## config.mk

```make
export PLATFORM = sky130hd
export DESIGN_NAME = down_timer
export DESIGN_NICKNAME = d
export VERILOG_FILES = /design/src/rtl/down_timer.sv
export SDC_FILE = /design/constraint.sdc
export NUM_CORES = 1
export LEC_CHECK = 0
export CAP_MARGIN = 40
export CORE_ASPECT_RATIO = 1.1
export CORE_UTILIZATION = 53
export DETAILED_ROUTE_END_ITERATION = 8
export PLACE_DENSITY = 0.94
export SYNTH_ARGS = -nofsm -noshare
export SYNTH_HDL_FRONTEND = slang
export SYNTH_SLANG_ARGS = --single-unit
```

## constraint.sdc

```tcl
create_clock -name clk -period 6.25 [get_ports clk]
set_clock_uncertainty 0.15 [all_clocks]
set_input_delay 1.875 -clock clk [delete_from_list [all_inputs] [get_ports clk]]
set_output_delay 1.875 -clock clk [all_outputs]
set_load 0.01 [all_outputs]
```

## src/rtl/down_timer.sv

```systemverilog
// down_timer: loadable down-counting timer with one-shot and auto-reload modes.
//
// Counts a loaded value down to zero one step per cycle while dec is high, and
// emits a single-cycle terminal-count pulse on tc. In one-shot mode the timer
// parks in DONE at q=0; in auto-reload mode q is refilled from the reload
// register and counting continues.
//
// Ports:
//   clk       rising-edge clock
//   rst       asynchronous, active-low reset
//   ld        load data into q and the reload register (highest priority)
//   dec       decrement enable, one count per cycle while high
//   stop      abort countdown, q holds its value
//   mode      0 = one-shot, 1 = auto-reload (sampled at terminal count)
//   data      load value
//   q         current count (registered)
//   tc        terminal-count pulse (registered, one cycle)
//   busy      high while counting (RUN)
//   done      high after a one-shot has expired (DONE)
//   dbg_state current FSM state encoding, for observation only
//
// Handshake: there is no valid/ready pair; each control input is a level that
// is sampled on every rising clk edge, with priority ld > stop > dec.
module down_timer #(
  parameter int WIDTH = 8
) (
  input  logic             clk,
  input  logic             rst,
  input  logic             ld,
  input  logic             dec,
  input  logic             stop,
  input  logic             mode,
  input  logic [WIDTH-1:0] data,
  output logic [WIDTH-1:0] q,
  output logic             tc,
  output logic             busy,
  output logic             done,
  output logic [1:0]       dbg_state
);

  typedef enum logic [1:0] {
    IDLE = 2'd0,
    RUN  = 2'd1,
    DONE = 2'd2
  } state_t;

  state_t           state, state_nxt;
  logic [WIDTH-1:0] reload, reload_nxt;
  logic [WIDTH-1:0] q_nxt;
  logic             tc_nxt;

  localparam logic [WIDTH-1:0] ONE = WIDTH'(1);

  // State register together with the registered datapath outputs.
  always_ff @(posedge clk or negedge rst) begin
    if (!rst) begin
      state  <= IDLE;
      q      <= '0;
      reload <= '0;
      tc     <= 1'b0;
    end else begin
      state  <= state_nxt;
      q      <= q_nxt;
      reload <= reload_nxt;
      tc     <= tc_nxt;
    end
  end

  // Next-state and next-datapath logic.
  always_comb begin
    state_nxt  = state;
    q_nxt      = q;
    reload_nxt = reload;
    tc_nxt     = 1'b0;
    if (ld) begin
      // A load always wins, even over a pending terminal count; mode is not
      // consulted and no tc is produced.
      q_nxt      = data;
      reload_nxt = data;
      state_nxt  = (data != '0) ? RUN : IDLE;
    end else if (stop) begin
      // RUN aborts with q held; DONE returns to IDLE, clearing done.
      if (state != IDLE) begin
        state_nxt = IDLE;
      end
    end else if (dec && state == RUN) begin
      if (q == ONE) begin
        tc_nxt = 1'b1;
        if (mode) begin
          q_nxt = reload;
        end else begin
          q_nxt     = '0;
          state_nxt = DONE;
        end
      end else if (q != '0) begin
        q_nxt = q - ONE;
      end else begin
        // RUN with q=0 cannot be reached through a load; recover to IDLE.
        state_nxt = IDLE;
      end
    end
  end

  // Output decode from the registered state.
  always_comb begin
    busy      = (state == RUN);
    done      = (state == DONE);
    dbg_state = state;
  end

endmodule

```

**Yosys cells after proc, flatten, opt, wreduce, memory -nomap -nowiden**

Index checks and enable logic that the tools add are counted.

- Add/subtract/negate cells: 1
- Equality and inequality tests: 7
- Mux-type cells: 18
- Reductions and logical operators: 9

Operators by type and width:

| operator | count |
|---|---|
| $mux 8 | 6 |
| $reduce_bool 8->1 | 2 |
| $mux 2 | 7 |
| $eq 8x1->1 const B | 1 |
| $ne 4x4->1 const B | 2 |
| $sub 8x1->8 const B | 1 |
| $reduce_bool 3->1 | 2 |
| $mux 1 | 5 |
| $reduce_and 4->1 | 1 |
| $reduce_bool 2->1 | 2 |
| $ne 3x2->1 const B | 1 |
| $reduce_and 3->1 | 1 |
| $eq 2x1->1 const B | 1 |
| $eq 2x2->1 const B | 1 |
| $ne 2x2->1 const B | 1 |
| $logic_and 1x1->1 | 1 |

- Register bits: 19
- Output and inout bits: 13

**Longest topological paths before layout**

Gate-level depths: netlist of the first run.

- Depth in word-level cells: 6
- Mapped depth: 6
- Depth with buffers taken out: 6

**Least setup slack after synthesis of the first run**

Ideal clock, no wire load.

- Path type: input to register
- Start point: input port ld
- End point: register q[4]
- Library setup time: 0.066 ns
- Arrival time: 2.901 ns
- Required time: 6.034 ns
- Setup slack: 3.133 ns
- Stages on the path: 5
- Cells stage by stage: buf_6 > or4b_1 > a21oi_2 > a221o_1 > a22o_1

- Word-level cells in the longest chain between the ends: 2
- Elaborated cells between the ends (all ways): 5
- Classes of those cells: eq/ne: 1; mux: 1; reduce/logical: 3

RTL lines:

| what | line | source |
|---|---|---|
| start, declared | 29 | `input logic ld,` |
| $ne 2x2->1 (no source line), or another cell as far along | - |  |
| $reduce_and 3->1 (no source line) | - |  |
| end signal, assigned | 63 | `q <= q_nxt;` |
| end, declared | 34 | `output logic [WIDTH-1:0] q,` |

Several ways; a longest one is shown, not always the timed one.
A chain may end at the register's enable or synchronous reset.

**Worst setup path in the final report of the first run**

Same ends and word-level chain as after synthesis.

==> impl_metrics.ini, run 1 <==
[finish]
syn_to_final_growth_pct = 23.3
antenna_cells = 0
drive_gt1_share_pct = 14.1
nets = 160

[global_route]
antenna_found_initial = 0
track_usage_pct = 26.6
grt_first_pass_wirelength_um = 4650
grt_pass1_vias = 1031
grt_max_degree = 28
grt.overflow.total = 0

[floorplanning]
die_h_um = 52.0
die_width_um = 47.5
start_util_pct = 57.8
fp.coreArea_sq_um = 2080
std_cell_rows = 17
ioPinCount = 27
die-area_sq_um = 2470

[route]
wirelength_um = 2900
routedWlPerCell_um = 17.0
vias = 1104
drt-initial-drc-count = 55
ant_nets = 0
drt_pass1_iterations = 4
post-route-drc-count = 0
avgViaCountPerCell = 6.49

[timing]
setup_tns_ps = 0
rsz0062_at_grt = false
min_period_over_period_pct = 64.9
max_slew_margin_pct = 40.9
period_needed_ps = 4050
final-setup-viol-count = 0
maxSlewViolCount = 0
fmax_ghz = 0.247
worstMarginPinSlew_ps = 884
hold_viol = 0

[setup_path]
cp_max_fo = 27
cp_top_family = buffers and inverters
cp.buffers_inverters = 2
arrival_ps = 4100
worst-path-stages = 5
start_kind = input pin
crit_type = input pin to flip-flop
cp_cell_sequence = clkdlybuf4s50_1 > inv_1 > and4_2 > a221o_1 > a22o_1
cp_data_required_time_ps = 6300
rr_worst_depth = 6
critPathMaxStageDelay_ps = 1050
crit_slowest_cell = clkdlybuf4s50_1
endpoint_kind = flip-flop

[clocking]
cts_resized = 0
cts_setup_buffers = 0
numCtsBuffers = 3
root_buffer = clkbuf_4
clk_path_buf_depth = 2
postCtsHoldBufs = 0
path_clk_slew_ps = 100
htreeDepth = 1
cts_sinks = 19
insertion_delay_ps = 310
tritoncts = built

[synth]
synthFlopType = dfrtp_1
synth_area_leaders = dfrtp_1, mux2_2, ha_1
synth_nets = 135
synth_top_area_share_pct = 39.5
synth_seq_area_share_pct = 39.5
synth.cell_area_sq_um = 1200
post_synth_num_cell_types = 50
synth_top_area_cell = dfrtp_1
synth-edff-count = 0
synth-async-reset-ratio_pct = 100
ys_warn_count = 0
syn_inst = 118
syn_avg_cell_area_sq_um = 10.2
synth_seq_cells = 19

[hold_path]
hold_path_depth = 1
hp-class = flip-flop to flip-flop

[pwr]
p_per_area_nw_per_um2 = 204
power_mw = 0.302
p_leak_nw = 0.630
vdd.ir_drop.worst_uv = 171

[place]
place_hpwl_um = 2130
place_congestion = 0.869
io_buffers = 26

[status]
status = completed

[run]
drv_cap = 0
power breakdown:
part	switching (mW)	internal (mW)	leakage, nW	total [mW]
Clock	0.0391	0.0249	0.0150	0.0640
Combinational	0.0424	0.0442	0.384	0.0866
Sequential	0.0171	0.135	0.231	0.152
stage by stage:
step                      setup WS, ps  util, %  area [sq um]  cells  hold slack, ps
after CTS                         2240     71.2          1490    170             351
after detailed placement          1910     70.0          1460    166             327
after global routing              2070     71.2          1490    170             370
after floorplan                   3130        -          1200    118             303
after global placement            1990     70.0          1460    166             328
final                             2200     71.2          1490    170             352
logic make-up (layout without fill, tap and decap cells):
logic type                 count (synthesis)  in the layout  synth area share (%)
xor gates and xnor gates                   1              1                 0.727
muxes                                      4              4                  3.74
DFF                                       19             19                  39.5
buffers and inverters                     16             40                  6.54
and+or+nand+nor                           36             36                  20.8
AOI/OAI and AO/OA                         39             39                  25.7
adders and majority gates                  3              3                  3.12
placed cells by master, fill, tap and decap left out, drive strengths merged, types with 2 or more instances in the layout:
| cell | count |
|---|---|
| nor3 | 4 |
| a221oi | 4 |
| a21oi | 6 |
| nor2 | 3 |
| dfrtp | 19 |
| a31o | 2 |
| a21o | 5 |
| nor4 | 3 |
| nor2b | 3 |
| o32ai | 2 |
| clkbuf | 4 |
| ha | 3 |
| o22ai | 3 |
| a22o | 2 |
| inv | 10 |
| clkdlybuf4s50 | 26 |
| nand2 | 6 |
| a31oi | 2 |
| and2 | 5 |
| or4 | 2 |
| nor3b | 2 |
| mux2 | 4 |
| and2b | 2 |
final cells by class:
class / count / area, sq um
Sequential cell: 19 / 475
Inverter: 10 / 37.5
Clock buffer: 4 / 26.3
Timing Repair Buffer: 26 / 260
Fill cell: 155 / 599
Multi-Input combinational cell: 83 / 651
Tap cell: 28 / 35.0
final timing paths:
| check | slack, ps | start | end |
|---|---|---|---|
| max | 2200 | ld | q[4] |
| min | 350 | reload[4] | reload[4] |
| max reg2reg | 3890 | q[1] | q[4] |
| min reg2reg | 350 | reload[4] | reload[4] |
| max in group asynchronous | 3530 | rst | reload[6] |
| min in group asynchronous | 1890 | rst | reload[2] |
cells in the mapped netlist, drive strengths merged (2+ instances only):
cell / number
o22ai: 3
nor3b: 2
nand2: 6
a21o: 5
a31o: 2
mux2: 4
dfrtp: 19
a21oi: 6
a221oi: 4
a22o: 2
nor3: 4
and2: 5
or4: 2
a31oi: 2
ha: 3
buf: 3
and2b: 2
nor4: 3
nor2b: 3
nor2: 3
o32ai: 2
inv: 10
clkbuf: 3
state kept, by name, indices dropped and copies added (netlist names):
signal,count
dbg_state,2
q,8
reload,8
tc,1
per-layer routing:
| layer | global-route usage, % | routed length (um) | share of wire (%) |
|---|---|---|---|
| met1 | 35.7 | 1150 | 40 |
| met2 | 41.6 | 1450 | 50 |
| met3 | 3.82 | 223 | 7.7 |
| met4 | 11.4 | 76 | 2.6 |
| met5 | 0 | 0 | 0 |
(Power assumes the default switching activity.)
==> inputs of run 2 (changes only) <==
- CORE_UTILIZATION: 53 -> 45
- PLACE_DENSITY: 0.94 -> 0.86
- clock period: 6.25 -> 3.3 ns (I/O delays scaled with it)
==> impl_metrics.ini, run 2 (synthesis results as in run 1) <==
[clocking]
numCtsBuffers = 3
path_clk_slew_ps = 120
tritoncts = built
cts_setup_buffers = 0
root_buffer = clkbuf_4
cts_resized = 0
insertion_delay_ps = 310
postCtsHoldBufs = 0
cts_sinks = 19
htreeDepth = 1
clk_path_buf_depth = 2

[global_route]
grt.overflow.total = 0
grt_pass1_vias = 1105
grt_max_degree = 20
grt_first_pass_wirelength_um = 5120
antenna_found_initial = 0
track_usage_pct = 23.6

[place]
pre_cts_ws_ps = 333
place_hpwl_um = 2250
place_congestion = 0.973
place_inst = 171
io_buffers = 26

[setup_path]
endpoint_kind = flip-flop
worst-path-stages = 5
reg2reg_slack_ps = 980
crit_type = input pin to flip-flop
cp.buffers_inverters = 2
crit_slowest_cell = clkdlybuf4s50_1
r2r-end = q[4]
arrival_ps = 2730
startpoint = ld
reg2reg_from = q[1]
critPathMaxStageDelay_ps = 690
cp_data_required_time_ps = 3370
start_kind = input pin
cp_max_fo = 11
cp_top_family = buffers and inverters
cp_cell_sequence = clkdlybuf4s50_1 > inv_1 > and4_2 > a221o_1 > a22o_1
crit_end = q[4]
rr_worst_depth = 6

[timing]
min_period_over_period_pct = 80.5
layout_setup_ws_ps = 643
maxSlewViolCount = 0
max_slew_margin_pct = 46.8
rsz0062_at_grt = false
setup_tns_ps = 0
worstMarginPinSlew_ps = 794
fmax_ghz = 0.376
final-setup-viol-count = 0
period_needed_ps = 2660
hold_viol = 0

[pwr]
p_per_area_nw_per_um2 = 383
vdd.ir_drop.worst_uv = 216
power_mw = 0.576
p_leak_nw = 0.643

[route]
avgViaCountPerCell = 6.44
wirelength_um = 3010
ant_nets = 0
routedWlPerCell_um = 17.2
drt_pass1_iterations = 4
post-route-drc-count = 0
vias = 1127
drt-initial-drc-count = 48

[finish]
nets = 162
final_common_cell = clkdlybuf4s50_1
drive_gt1_share_pct = 16.0
syn_to_final_growth_pct = 24.9
layout_common_cells = clkdlybuf4s50_1, dfrtp_1, inv_1
layout.cells.non_filler = 175
antenna_cells = 0

[floorplanning]
die-area_sq_um = 2890
die_width_um = 51.3
fp.coreArea_sq_um = 2520
die_h_um = 56.3
std_cell_rows = 19
ioPinCount = 27
start_util_pct = 47.8

[hold_path]
hp-class = flip-flop to flip-flop
hold_start = reload[6]

[status]
status = completed

[run]
drv_cap = 0
-- run 2: worst min path at each step --
stage | end | slack [ps] | depth (start not counted)
6_report | reload[6] | 350 | 1
5_1_grt | reload[5] | 370 | 1
4_1_cts | reload[6] | 350 | 1
3_5_place_dp | reload[6] | 320 | 1
3_3_place_gp | reload[4] | 320 | 1
2_1_floorplan | reload[5] | 300 | 1
-- run 2: cell type report --
| class | instances | area (sq um) |
|---|---|---|
| clock inverters | 1 | 5.00 |
| clock buffers | 3 | 22.5 |
| fillers | 229 | 1010 |
| well taps | 31 | 38.8 |
| flip-flops and latches | 19 | 475 |
| repair buffers | 28 | 275 |
| inverters | 10 | 37.5 |
| multi-input cells | 83 | 651 |
-- run 2: power by group --
part           total, mW  switching, mW  internal (mW)
registers          0.287         0.0314          0.255
logic              0.167         0.0814         0.0853
clock network      0.123         0.0774         0.0454
-- run 2: per-layer routing --
layer	track usage (%)	part of all wire, %	vias to the layer above
met5	0	0	-
met4	12.4	2.2	0
met3	3.52	7.8	9
met2	38.2	48	70
met1	30.0	42	545
li1	-	-	503
-- run 2: metrics by stage --
step	util [%]	hold WS (ps)	cell area (sq um)
2_1_floorplan	-	303	1200
3_5_place_dp	58.6	320	1480
3_3_place_gp	58.6	324	1480
4_1_cts	59.7	348	1510
6_report	59.7	346	1510
5_1_grt	59.7	369	1510
